<file path="config.mk">
export PLATFORM = sky130hd
export DESIGN_NAME = shift_rows_pipe
export DESIGN_NICKNAME = d
export VERILOG_FILES = /design/src/rtl/aes_pkg.sv /design/src/rtl/shift_rows_stage.sv /design/src/rtl/shift_rows_pipe.sv
export SDC_FILE = /design/constraint.sdc
export NUM_CORES = 1
export LEC_CHECK = 0
export CAP_MARGIN = 20
export CORE_ASPECT_RATIO = 0.7
export CORE_MARGIN = 3
export CORE_UTILIZATION = 36
export CTS_CLUSTER_SIZE = 8
export DETAILED_ROUTE_END_ITERATION = 8
export GPL_TIMING_DRIVEN = 0
export PLACE_DENSITY = 0.77
export RECOVER_POWER = 50
export SYNTH_ARGS = -nofsm -noshare
export SYNTH_HDL_FRONTEND = slang
export SYNTH_SLANG_ARGS = --single-unit
</file>
<file path="constraint.sdc">
create_clock -name clk -period 1.35 [get_ports clk]
set_input_delay 0.405 -clock clk [delete_from_list [all_inputs] [get_ports clk]]
set_output_delay 0.405 -clock clk [all_outputs]
set_load 0.01 [all_outputs]
</file>
<file path="src/rtl/aes_pkg.sv">
// aes_pkg: shared constants and index helpers for the Rijndael round datapath.
//
// Contents:
//   NB_MIN / NB_MAX        range of legal state column counts (4, 6, 8)
//   nb_legal(nb)           1 when nb is one of 4, 6, 8
//   data_w(nb)             state width in bits (32 bits per column)
//   row_offset(nb, r)      ShiftRows rotation amount C_r for row r
//   fwd_src(nb, k)         ShiftRows: input byte index that lands at output byte k
//   inv_src(nb, k)         InvShiftRows: input byte index that lands at output byte k
//
// Byte k of a state sits at column k/4, row k%4, and byte 0 is the MSB.
package aes_pkg;

  localparam int NB_MIN = 4;
  localparam int NB_MAX = 8;

  function automatic bit nb_legal(input int nb);
    return (nb == 4) || (nb == 6) || (nb == 8);
  endfunction

  function automatic int data_w(input int nb);
    return 32 * nb;
  endfunction

  // The 256-bit block uses a larger skew on rows 2 and 3.
  function automatic int row_offset(input int nb, input int r);
    if (nb == 8) begin
      case (r)
        0:       return 0;
        1:       return 1;
        2:       return 3;
        default: return 4;
      endcase
    end
    return r;
  endfunction

  function automatic int fwd_src(input int nb, input int k);
    int c;
    int r;
    c = k / 4;
    r = k % 4;
    return 4 * ((c + row_offset(nb, r)) % nb) + r;
  endfunction

  function automatic int inv_src(input int nb, input int k);
    int c;
    int r;
    c = k / 4;
    r = k % 4;
    return 4 * ((c - row_offset(nb, r) + nb) % nb) + r;
  endfunction

endpackage

</file>
<file path="src/rtl/shift_rows_stage.sv">
// shift_rows_stage: one valid/data/tag register slot of the ShiftRows pipe.
//
// Ports:
//   clk, reset          clock; asynchronous active-low reset clears every field
//   load                slot captures d_* this cycle when high, holds otherwise
//   d_valid/d_data/d_tag  value offered by the upstream slot (or the input)
//   q_valid/q_data/q_tag  registered contents of this slot
module shift_rows_stage #(
  parameter int DATA_W = 128,
  parameter int TAG_W  = 4
) (
  input  logic              clk,
  input  logic              reset,
  input  logic              load,
  input  logic              d_valid,
  input  logic [DATA_W-1:0] d_data,
  input  logic [TAG_W-1:0]  d_tag,
  output logic              q_valid,
  output logic [DATA_W-1:0] q_data,
  output logic [TAG_W-1:0]  q_tag
);

  always_ff @(posedge clk or negedge reset) begin
    if (!reset) begin
      q_valid <= 1'b0;
      q_data  <= '0;
      q_tag   <= '0;
    end else if (load) begin
      q_valid <= d_valid;
      q_data  <= d_data;
      q_tag   <= d_tag;
    end
  end

endmodule

</file>
<file path="src/rtl/shift_rows_pipe.sv">
// shift_rows_pipe: pipelined Rijndael ShiftRows / InvShiftRows with a sideband tag.
//
// Parameters: NB (4, 6 or 8 columns), STAGES (1..4 register slots), TAG_W.
// Ports:
//   clk, reset                     clock; asynchronous active-low reset flushes the pipe
//   in_valid/in_ready              input handshake
//   in_inv                         1 selects InvShiftRows for this block
//   in_tag/in_data                 sideband tag and state for the offered block
//   out_valid/out_ready            output handshake
//   out_tag/out_data               tag and permuted state of the oldest block
//
// Build option: define SHIFT_ROWS_INV_EN to build the inverse permutation.
// Without it every block is forward ShiftRows and in_inv is ignored.
//
// Handshake: a block transfers on any edge where valid and ready are both high;
// valid, once raised, is held with stable data/tag until it transfers. Slot i
// loads whenever it is empty or slot i+1 is loading (or the consumer takes the
// output), so bubbles collapse and a full pipe can drain and fill in one cycle.
// in_ready is therefore combinational in out_ready; outputs come from registers.
module shift_rows_pipe
  import aes_pkg::*;
#(
  parameter int NB     = 4,
  parameter int STAGES = 1,
  parameter int TAG_W  = 4,
  localparam int DATA_W = data_w(NB)
) (
  input  logic              clk,
  input  logic              reset,
  input  logic              in_valid,
  output logic              in_ready,
  input  logic              in_inv,
  input  logic [TAG_W-1:0]  in_tag,
  input  logic [DATA_W-1:0] in_data,
  output logic              out_valid,
  input  logic              out_ready,
  output logic [TAG_W-1:0]  out_tag,
  output logic [DATA_W-1:0] out_data
);

  localparam int NBYTES = 4 * NB;

  // Permutation is pure wiring ahead of slot 0.
  logic [DATA_W-1:0] fwd_data;
  logic [DATA_W-1:0] perm_data;

  for (genvar k = 0; k < NBYTES; k++) begin : g_fwd
    assign fwd_data[DATA_W-1-8*k -: 8] = in_data[DATA_W-1-8*fwd_src(NB, k) -: 8];
  end

`ifdef SHIFT_ROWS_INV_EN
  logic [DATA_W-1:0] inv_data;

  for (genvar k = 0; k < NBYTES; k++) begin : g_inv
    assign inv_data[DATA_W-1-8*k -: 8] = in_data[DATA_W-1-8*inv_src(NB, k) -: 8];
  end

  assign perm_data = in_inv ? inv_data : fwd_data;
`else
  logic unused_inv;

  assign unused_inv = in_inv;
  assign perm_data  = fwd_data;
`endif

  logic [STAGES-1:0] v;
  logic [STAGES:0]   rdy;
  logic [DATA_W-1:0] d_q [STAGES];
  logic [TAG_W-1:0]  t_q [STAGES];

  // Ready ripples back from the consumer through every slot that is occupied.
  always_comb begin
    rdy         = '0;
    rdy[STAGES] = out_ready;
    for (int i = STAGES - 1; i >= 0; i--) begin
      rdy[i] = !v[i] | rdy[i+1];
    end
  end

  for (genvar i = 0; i < STAGES; i++) begin : g_stage
    logic              s_valid;
    logic [DATA_W-1:0] s_data;
    logic [TAG_W-1:0]  s_tag;

    if (i == 0) begin : g_head
      assign s_valid = in_valid;
      assign s_data  = perm_data;
      assign s_tag   = in_tag;
    end else begin : g_body
      assign s_valid = v[i-1];
      assign s_data  = d_q[i-1];
      assign s_tag   = t_q[i-1];
    end

    shift_rows_stage #(
      .DATA_W(DATA_W),
      .TAG_W (TAG_W)
    ) u_stage (
      .clk    (clk),
      .reset  (reset),
      .load   (rdy[i]),
      .d_valid(s_valid),
      .d_data (s_data),
      .d_tag  (s_tag),
      .q_valid(v[i]),
      .q_data (d_q[i]),
      .q_tag  (t_q[i])
    );
  end

  assign in_ready  = rdy[0];
  assign out_valid = v[STAGES-1];
  assign out_data  = d_q[STAGES-1];
  assign out_tag   = t_q[STAGES-1];

endmodule

</file>
# == Word level (Yosys, flattened, before mapping) ==
# Index checks and enable logic that the tools add are counted.
# totals
reg_bits,133
in_bits,137
out_inout_bits,134
elab_cells,5
# op_classes
n_bitwise,1
n_reduce_logical,1
# ops
op,n
logical NOT 1 bit,1
bitwise OR 1 bit,1

# == Longest topological paths before layout ==
# depth
ltp_word,2
mapped_depth,5
mapped_depth_nobuf,2

# == Hierarchy ==
# A second synthesis with hierarchy kept.
# unflattened
hier_cells,282
hier_area_um2,5226.3
# by_module_without_submodules
module,instances,cells_per_inst,area_per_inst_um2,seq_area_each_um2
shift_rows_stage,1,281,5220.0,3328.2
shift_rows_pipe,1,1,6.3,0.0

# == Worst setup path after synthesis ==
# Ideal clock, no wire load.
# synth_timing
path_kind,input to register
start,in out_ready
end,reg g_stage[0].u_stage.q_data[119]
arrival_time_ps,1214
required_time_ps,1225
slack_ps,11
cell_stages,5
n_path_buf,3
path_cell_list,nand2b_4 > buf_6 > buf_6 > buf_6 > mux2_4
# synth_via
elab_chain_cells,1
# synth_lines
item,line,source
start: declaration,shift_rows_pipe.sv:36,"input logic out_ready,"
bitwise OR 1 bit,shift_rows_pipe.sv:76,rdy[i] = !v[i] | rdy[i+1];
via in_ready,shift_rows_pipe.sv:31,"output logic in_ready,"
end signal: assignment,shift_rows_stage.sv:30,q_data <= d_data;
end: declaration,shift_rows_stage.sv:19,"output logic [DATA_W-1:0] q_data,"
# The timed path passes the listed nets, and every way through them passes these cells.
# A chain may end at the register's enable or synchronous reset.

# == Worst setup path in the final report ==
# layout_timing
start,reg g_stage[0].u_stage.q_valid
end,out in_ready
# layout_via
elab_chain_cells,2
# layout_lines
item,line,source
start: declaration,shift_rows_stage.sv:18,"output logic q_valid,"
start signal: assignment,shift_rows_stage.sv:29,q_valid <= d_valid;
logical NOT 1 bit,shift_rows_pipe.sv:76,
bitwise OR 1 bit,shift_rows_pipe.sv:76,
end: declaration,shift_rows_pipe.sv:31,
# Every way passes these cells.

==> results.tsv <==
stage	metric	value	unit
pwr	p_seq_frac	0.417	
sta	max_freq	614	MHz
cts	clk_path_buf_depth	2	
cts	cts_root_buffer	clkbuf_16	
pwr	p_int	8410	µW
logic_synthesis	yosysSeqAreaShare	0.643	
sta	slew_violations	0	
worst_setup_path	critical_path.max_stage_delay	0.38	ns
logic_synthesis	synth_edf_count	0	
layout	fin_nets	758	
floorplan	die_w	149	µm
placement	io_buffer_count	269	
cts	hold_buffers	0	
pwr	power_density	1250	nW/µm²
floorplan	initial_core_util	0.380	
grt	grt_max_degree	70	
worst_setup_path	critPathArrivalTime	1.22	ns
worst_setup_path	cp.required	0.95	ns
logic_synthesis	yosysWarnings	0	
logic_synthesis	ys_top_cells_by_area	dfrtp_1 64%, mux2_4 17%, mux2_2 16%	
floorplan	rows	35	
logic_synthesis	synthTopCellsByCount	133 x dfrtp_1, 74 x mux2_2, 58 x mux2_4, 8 x buf_6, 7 x buf_2	
grt	grt_pass1_vias	3949	
pwr	finalPower	11100	µW
sta	hold_viol	0	
worst_setup_path	cp_top_family	flip-flops	
pwr	p_leak	0.00420	µW
placement	hpwlAfterDp	10700	µm
sta	fin_skew	0.00604	ns
pwr	clock_power_share	0.369	
layout	fin_cells	816	
detailed_routing	drc_errors	0	
pwr	combPwrFrac	0.214	
logic_synthesis	netlist_area	5180	µm²
logic_synthesis	synthesis.nets	419	
placement	placed_cells	737	
floorplan	die_h	106	µm
pwr	vdd_ir_drop_max	0.000709	V
detailed_routing	vias	3608	
worst_setup_path	cpMaxStageDelayCell	dfrtp_1	
sta	worstMarginPinSlew	0.872	ns
worst_setup_path	cp_max_fo	2	
grt	grt_pass1_wl	22100	µm
detailed_routing	antenna_left	0	
cts	clock_sinks	133	
logic_synthesis	yosysUniqueCellTypes	7	
worst_setup_path	cp_num_buf_inv	3	
cts	clock_latency	0.40	ns
logic_synthesis	synth_seq_cells	133	
pwr	p_sw	2700	µW
layout	antenna_cells	0	
grt	antenna_found_initial	0	
floorplan	dieArea	15900	µm²
run	maxCapViolCount	0	
cts	cts_tree	done	
worst_setup_path	criticalPathCategory	reg -> out	
layout	drive_above_1_share	0.572	
detailed_routing	avgViaCountPerCell	4.42	
outcome	violations	setup timing	
worst_setup_path	worstSetupStartpointType	flip-flop	
logic_synthesis	synthCells	282	
floorplan	ios	271	
cts	cts_max_level	4	
worst_setup_path	end_kind	output port	
logic_synthesis	avgSynthCellArea	18.4	µm²
sta	setup_viol	109	
detailed_routing	wl_per_cell	17.9	µm
outcome	outcome	finished with violations	
logic_synthesis	yosysMostFrequentCell	dfrtp_1	
logic_synthesis	ys_async_sr_fraction	1.00	
grt	grt_use_total	0.181	
worst_setup_path	cp_cell_sequence	nand2b_4 > buf_12 > buf_12 > buf_6	
logic_synthesis	synth.largest_area_cell	dfrtp_1	
detailed_routing	wl	14600	µm
floorplan	core_area	13600	µm²
sta	finalCritPeriodShare	1.21	
sta	relSlewSlack	0.419	
logic_synthesis	synth_top_flop_cell	dfrtp_1	
cts	cts_buffers	17	
worst_setup_path	worst_path_most_repeated_cell	buf_12	
logic_synthesis	synth_top_area_frac	0.643	
sta	rsz0062_at_grt	true	
placement	gp_congestion	0.714	
sta	setup_ws	-0.280	ns
cts	cts.reportedPaths.clkPinSlew	0.06	ns
worst_hold_path	hp-class	in -> async	
grt	overflow	0	
sta	period_needed	1.63	ns
detailed_routing	first_pass_iters	4	
pwr	netSwitchingFraction	0.243	
layout	area_delta_synth_final	71.1	%
detailed_routing	drt-initial-drc-count	42	
-- cells by family (layout without fill, tap and decap cells) --
group	after synthesis	count (layout)	share of synthesized area
flops	133	133	0.643
mux	132	132	0.329
simple gates	2	2	0.00387
buf+inv	15	364	0.0242
-- sequential cells by signal, indices dropped and copies added (netlist names) --
signal,cells
g_stage.u_stage.q_data,128
g_stage.u_stage.q_tag,4
g_stage.u_stage.q_valid,1
-- placed cells by master (no fill, tap or decap) --
cell	netlist	final
dfrtp_1	133	133
clkdlybuf4s50_1	0	133
buf_2	7	91
mux2_2	74	70
mux2_4	58	62
buf_6	8	51
buf_4	0	40
clkbuf_16	0	18
buf_12	0	9
buf_8	0	5
clkinv_2	0	5
buf_16	0	3
clkbuf_1	0	2
clkinv_4	0	2
clkinvlp_4	0	2
nand2b_4	1	1
nand2b_1	1	1
bufinv_16	0	1
dlygate4sd2_1	0	1
clkbuf_4	0	1
-- worst register-to-register path, stage by stage, from the launching register on --
cell and delay, ns:
dfrtp_1 0.38, nand2b_4 0.09, buf_12 0.13, buf_4 0.13
buf_8 0.13, buf_12 0.14, clkbuf_16 0.16, mux2_4 0.30
-- layout make-up --
cell class                 instances  area [µm²]
tap                              185         231
buffer                            14         223
fill                             985        4760
clock inverter                    10        87.6
multi-input combinational        134        1740
timing repair buffer             321        2820
sequential                       133        3330
clock buffer                      19         433
-- through the flow --
step	cell area [µm²]	hold WS, ns	util	setup TNS (ns)	worst slack [ns]
CTS	8490	0.000730	0.624	-12.31	-0.309
finish	8860	0.132	0.651	-10.35	-0.280
global placement	8100	0.488	0.595	-757.49	-5.16
detailed placement	8130	0.433	0.597	-74.59	-1.12
global route	8860	0.197	0.651	-19.12	-0.343
floorplan	5180	0.109	-	0	0.0110
-- power by group through the flow --
stage	clock [µW]	sequential, µW	combinational (µW)
after global routing	4370	4680	2520
final	4100	4630	2370
after global placement	0	4670	2280
after detailed placement	0	4680	2330
after floorplan	0	4850	679
after CTS	4190	4610	2210
-- per-layer routing --
layer  up-vias  track usage  share of wire
met4         0       0.0411         0.0057
met1      1760        0.213           0.40
met5         -            0              0
met2       171        0.311           0.50
met3        11       0.0741          0.091
li1       1666            -              -
-- timing repair --
| action | CTS | global route |
|---|---|---|
| cloned | 4 | 1 |
| resized for setup | 601 | 42 |
| setup buffers | 23 | 25 |
| endpoints found under the setup margin | 265 | 244 |
| endpoints found under the hold margin | 0 | 0 |
-- path summary, 6_finish.rpt --
path / cells after the start / slack, ns / from / end
max in group asynchronous: 2 / 0.24 / reset / g_stage[0].u_stage.q_data[51]
worst min register to register: 1 / 0.50 / g_stage[0].u_stage.q_data[62] / g_stage[0].u_stage.q_data[62]
worst min-delay path: 1 / 0.13 / reset / g_stage[0].u_stage.q_data[117]
worst max-delay path: 4 / -0.28 / g_stage[0].u_stage.q_valid / in_ready
worst max register to register: 7 / -0.23 / g_stage[0].u_stage.q_valid / g_stage[0].u_stage.q_data[107]
min in group clk: 1 / 0.50 / g_stage[0].u_stage.q_data[62] / g_stage[0].u_stage.q_data[62]
Note: power is estimated with default switching activity, not from simulation.
